$ cat src/rtl/svc_uart_rx.sv
// 8N1 UART receiver: 2-flop synchronized line, mid-bit sampling, single-byte
// valid/ready output buffer with overrun and framing-error pulses.
module svc_uart_rx #(
  parameter int CLOCK_FREQ = 25_000_000,
  parameter int BAUD_RATE  = 115_200
) (
  input  logic       clk,
  input  logic       rst,
  input  logic       urx_pin,
  output logic       urx_valid,
  output logic [7:0] urx_data,
  input  logic       urx_ready,
  output logic       urx_frame_err,
  output logic       urx_overrun
);

  localparam int CLKS_PER_BIT = CLOCK_FREQ / BAUD_RATE;
  localparam int HALF_BIT     = CLKS_PER_BIT / 2;
  localparam int CNT_W        = $clog2(CLKS_PER_BIT + 1);
  localparam logic [CNT_W-1:0] BIT_LAST  = CNT_W'(CLKS_PER_BIT - 1);
  localparam logic [CNT_W-1:0] HALF_LAST = CNT_W'(HALF_BIT - 1);

  typedef enum logic [2:0] {
    ST_IDLE      = 3'd0,
    ST_START     = 3'd1,
    ST_DATA      = 3'd2,
    ST_STOP      = 3'd3,
    ST_WAIT_IDLE = 3'd4
  } state_t;

  state_t           state_r;
  logic [CNT_W-1:0] cnt_r;
  logic [2:0]       bit_idx_r;
  logic [7:0]       shift_r;
  logic             sync1_r;
  logic             rx_r;
  logic             valid_r;
  logic [7:0]       data_r;
  logic             frame_err_r;
  logic             overrun_r;

  // Two-flop synchronizer; resets to the idle (high) line level.
  always_ff @(posedge clk or posedge rst) begin
    if (rst) begin
      sync1_r <= 1'b1;
      rx_r    <= 1'b1;
    end else begin
      sync1_r <= urx_pin;
      rx_r    <= sync1_r;
    end
  end

  // Receive FSM plus output buffer; error pulses default low every cycle.
  always_ff @(posedge clk or posedge rst) begin
    if (rst) begin
      state_r     <= ST_IDLE;
      cnt_r       <= '0;
      bit_idx_r   <= 3'd0;
      shift_r     <= 8'h00;
      valid_r     <= 1'b0;
      data_r      <= 8'h00;
      frame_err_r <= 1'b0;
      overrun_r   <= 1'b0;
    end else begin
      frame_err_r <= 1'b0;
      overrun_r   <= 1'b0;
      // Drain on handshake; a delivery later in this block overrides it.
      if (valid_r && urx_ready) begin
        valid_r <= 1'b0;
      end
      case (state_r)
        ST_IDLE: begin
          if (!rx_r) begin
            state_r   <= ST_START;
            cnt_r     <= '0;
            bit_idx_r <= 3'd0;
          end
        end
        ST_START: begin
          if (cnt_r == HALF_LAST) begin
            cnt_r   <= '0;
            state_r <= rx_r ? ST_IDLE : ST_DATA;
          end else begin
            cnt_r <= cnt_r + CNT_W'(1);
          end
        end
        ST_DATA: begin
          if (cnt_r == BIT_LAST) begin
            cnt_r   <= '0;
            shift_r <= {rx_r, shift_r[7:1]};
            if (bit_idx_r == 3'd7) begin
              state_r <= ST_STOP;
            end else begin
              bit_idx_r <= bit_idx_r + 3'd1;
            end
          end else begin
            cnt_r <= cnt_r + CNT_W'(1);
          end
        end
        ST_STOP: begin
          if (cnt_r == BIT_LAST) begin
            cnt_r <= '0;
            if (rx_r) begin
              state_r <= ST_IDLE;
              if (!valid_r || urx_ready) begin
                data_r  <= shift_r;
                valid_r <= 1'b1;
              end else begin
                overrun_r <= 1'b1;
              end
            end else begin
              frame_err_r <= 1'b1;
              state_r     <= ST_WAIT_IDLE;
            end
          end else begin
            cnt_r <= cnt_r + CNT_W'(1);
          end
        end
        ST_WAIT_IDLE: begin
          // A held-low (break) line must return high before a new start is armed.
          if (rx_r) begin
            state_r <= ST_IDLE;
          end
        end
        default: begin
          state_r <= ST_IDLE;
          cnt_r   <= '0;
        end
      endcase
    end
  end

  assign urx_valid     = valid_r;
  assign urx_data      = data_r;
  assign urx_frame_err = frame_err_r;
  assign urx_overrun   = overrun_r;

endmodule

$ cat config.mk
export PLATFORM = sky130hd
export DESIGN_NAME = svc_uart_rx
export DESIGN_NICKNAME = d
export VERILOG_FILES = /design/src/rtl/svc_uart_rx.sv
export SDC_FILE = /design/constraint.sdc
export NUM_CORES = 1
export LEC_CHECK = 0
export CAP_MARGIN = 20
export CORE_MARGIN = 5
export CORE_UTILIZATION = 40
export DETAILED_ROUTE_END_ITERATION = 6
export HOLD_SLACK_MARGIN = 0.02
export MAX_ROUTING_LAYER = met4
export PLACE_DENSITY = 0.61
export SETUP_SLACK_MARGIN = 0.02
export SYNTH_ARGS = -nofsm -noshare
export SYNTH_HDL_FRONTEND = slang
export SYNTH_SLANG_ARGS = --single-unit
export TNS_END_PERCENT = 30
$ cat constraint.sdc
create_clock -name clk -period 2 [get_ports clk]
set_input_delay 0.2 -clock clk [delete_from_list [all_inputs] [get_ports clk]]
set_output_delay 0.2 -clock clk [all_outputs]
set_load 0.02 [all_outputs]
==> flow_metrics.tcl <==
set metrics [dict create \
    status "complete, no violations" \
    drive_gt1_frac 0.229 \
    rrSetupSlack_ns 0.11 \
    num_rows 23 \
    wl_per_cell_um 13.7 \
    r2r_start "cnt_r[5]$_DFFE_PP0P_" \
    ys_seq_area_frac 0.551 \
    grt_setup_unrepaired "no" \
    skew_ns 0.00420 \
    setup_viol 0 \
    syn_inst 139 \
    register_area_sq_um 878 \
    worst-r2r-cell-count 5 \
    multi_input_area_sq_um 681 \
    startpoint "cnt_r[5]$_DFFE_PP0P_" \
    yosysTopAreaCell "dfrtp_1" \
    crit_chain "or3b_1, buf_4, nor4b_4, buf_4, mux2_2" \
    ant_nets 0 \
    final_nets 173 \
    avgSynthCellArea_sq_um 11.5 \
    cp_top_family "simple AND/OR/NAND/NOR gates" \
    ys_ff_latch 35 \
    setup.worst_path.end_class "register" \
    min-delay-start "urx_pin" \
    portBuffers 14 \
    tightest_slew_ns 0.440 \
    slew_violations 0 \
    hold_class "in2reg" \
    critPathSlowestCell "or3b_1" \
    holdPathEnd "sync1_r$_DFF_PP1_" \
    yosys.cell_types.count 30 \
    max_freq_mhz 530 \
    final_cell_mix "33 x dfrtp_1, 17 x mux2_2, 17 x nand2_1" \
    netlist_area_sq_um 1590 \
    nFillCells 353 \
    grt_pass1_vias 1158 \
    clk_latency_ns 0.28 \
    yosysWarnings 0 \
    grtUsageTotal 0.130 \
    startpoint_type "register" \
    holdWs_ns 0.321 \
    rr_endpoint "shift_r[4]$_DFFE_PP0P_" \
    critPathMaxFanout 8 \
    core_sq_um 3940 \
    total_power_mw 1.47 \
    clock-sinks 35 \
    vias 1113 \
    die_w_um 73.1 \
    initial_core_util 0.404 \
    arrival_ns 2.05 \
    fin_crit_ns 1.89 \
    max_stage_delay_ns 0.39 \
    firstDrtPassIters 4 \
    die_area_sq_um 5350 \
    h-tree-depth 2 \
    cts_resized 0 \
    overflow 0 \
    hold_viol 0 \
    p_per_area_nw_per_um2 737 \
    vias_per_cell 5.15 \
    io_pins 15 \
    post-route-period-util 0.943 \
    drt_iter0_markers 39 \
    drc 0 \
    synth_top_area_frac 0.518 \
    worstPathRequired_ns 2.16 \
    grt_first_pass_wirelength_um 5270 \
    synthToLayoutAreaGrowth_pct 25.0 \
    cts_buffer_depth 2 \
    cts-root-buf "clkbuf_8" \
    leakage_nw 0.925 \
    numCtsBuffers 5 \
    synthTopCellsByArea "dfrtp_1 52%, mux2_2 12%, nand2_1 4.0%" \
    ir_worst_vdd_v 0.000488 \
    gp_congestion 0.759 \
    place_hpwl_um 2140 \
    final_common_cell "dfrtp_1" \
    fp.dieH_um 73.1 \
    syn_nets 147 \
    path_common_cell "buf_4" \
    hold_depth 1 \
    slew-limit-headroom 0.707 \
    grt_max_degree 36 \
    routed_wl_um 2960 \
    antenna_found_initial 0 \
    tritoncts "yes" \
    antenna_cells 0 \
    maxCapViolCount 0 \
    path_clk_slew_ns 0.07 \
    critPathBufInv 2 \
    criticalPathCategory "reg2reg" \
]
cell usage after synthesis:
| library cell | number |
|---|---|
| mux2_2 | 17 |
| nor3_1 | 5 |
| o41ai_1 | 1 |
| o21ai_0 | 5 |
| and2_1 | 2 |
| nand4_1 | 1 |
| nor2b_1 | 4 |
| o31a_1 | 3 |
| nand2b_1 | 1 |
| clkbuf_1 | 3 |
| nor3b_1 | 1 |
| dfstp_2 | 2 |
| a22o_1 | 2 |
| nor2_1 | 7 |
| or3b_1 | 1 |
| nor3b_4 | 1 |
| inv_1 | 5 |
| dfrtp_1 | 33 |
| ha_1 | 4 |
| nand3_1 | 4 |
| nor4_1 | 1 |
| buf_2 | 1 |
| o21a_1 | 4 |
| or3_1 | 1 |
| o22ai_1 | 6 |
| a21oi_1 | 4 |
| nor4b_1 | 1 |
| or2_4 | 1 |
| nand2_1 | 17 |
| nor4b_4 | 1 |
how the worst max path moves through the flow:
stage                                    endpoint  cells after the start
after floorplan           urx_data[0]$_DFFE_PP0P_                      5
after global placement    urx_data[6]$_DFFE_PP0P_                      4
after detailed placement  urx_data[2]$_DFFE_PP0P_                      4
after CTS                 urx_data[2]$_DFFE_PP0P_                      4
after global routing       shift_r[7]$_DFFE_PP0P_                      5
final                      shift_r[4]$_DFFE_PP0P_                      5
layout make-up:
| type | count | share of cell area |
|---|---|---|
| Sequential cell | 35 | 0.441 |
| Tap cell | 50 | 0.0314 |
| Clock inverter | 2 | 0.0301 |
| Inverter | 5 | 0.00942 |
| Multi-Input combinational cell | 95 | 0.341 |
| Timing Repair Buffer | 23 | 0.110 |
| Clock buffer | 6 | 0.0364 |
metrics by stage:
stage	instances	setup TNS, ns	utilization	setup WS (ns)	area, sq um
2_1_floorplan	139	-0.00933	-	-0.00117	1590
3_3_place_gp	207	0	0.467	0.0957	1840
3_5_place_dp	207	0	0.467	0.0475	1840
4_1_cts	215	0	0.500	0.0436	1970
5_1_grt	216	0	0.506	0.0150	1990
6_report	216	0	0.506	0.113	1990
where the power goes:
group          internal (mW)  leakage (nW)  switching (mW)
Sequential             0.712         0.467         0.00238
Combinational        0.00770         0.392          0.0154
Clock                  0.498        0.0654           0.233
kinds of logic after synthesis:
family,share of synthesized area
and+or+nand+nor,0.172
DFF,0.551
AOI/OAI and AO/OA,0.104
muxes,0.120
buffers and inverters,0.0220
adders and majority gates,0.0314
repair_timing:
item	4_1_cts	5_1_grt
setup endpoints to repair	0	8
buffers inserted	0	1
endpoints found under the hold margin	0	0
hold buffers	0	0
metal layers:
| metal | share of wire | up-vias | global-route usage | wire [um] |
|---|---|---|---|---|
| li1 | - | 547 | - | - |
| met1 | 0.48 | 536 | 0.165 | 1410 |
| met2 | 0.47 | 24 | 0.192 | 1400 |
| met3 | 0.036 | 6 | 0.0427 | 107 |
| met4 | 0.016 | 0 | 0.0533 | 48 |
| met5 | 0 | - | - | 0 |
flip-flops by register name, summed over array words and instances (netlist names):
register and count:
rx_r 1, urx_valid 1, sync1_r 1, urx_data 8, state_r 3, shift_r 8, bit_idx_r 3, urx_frame_err 1
urx_overrun 1, cnt_r 8
Note: power is estimated with default switching activity, not from simulation.
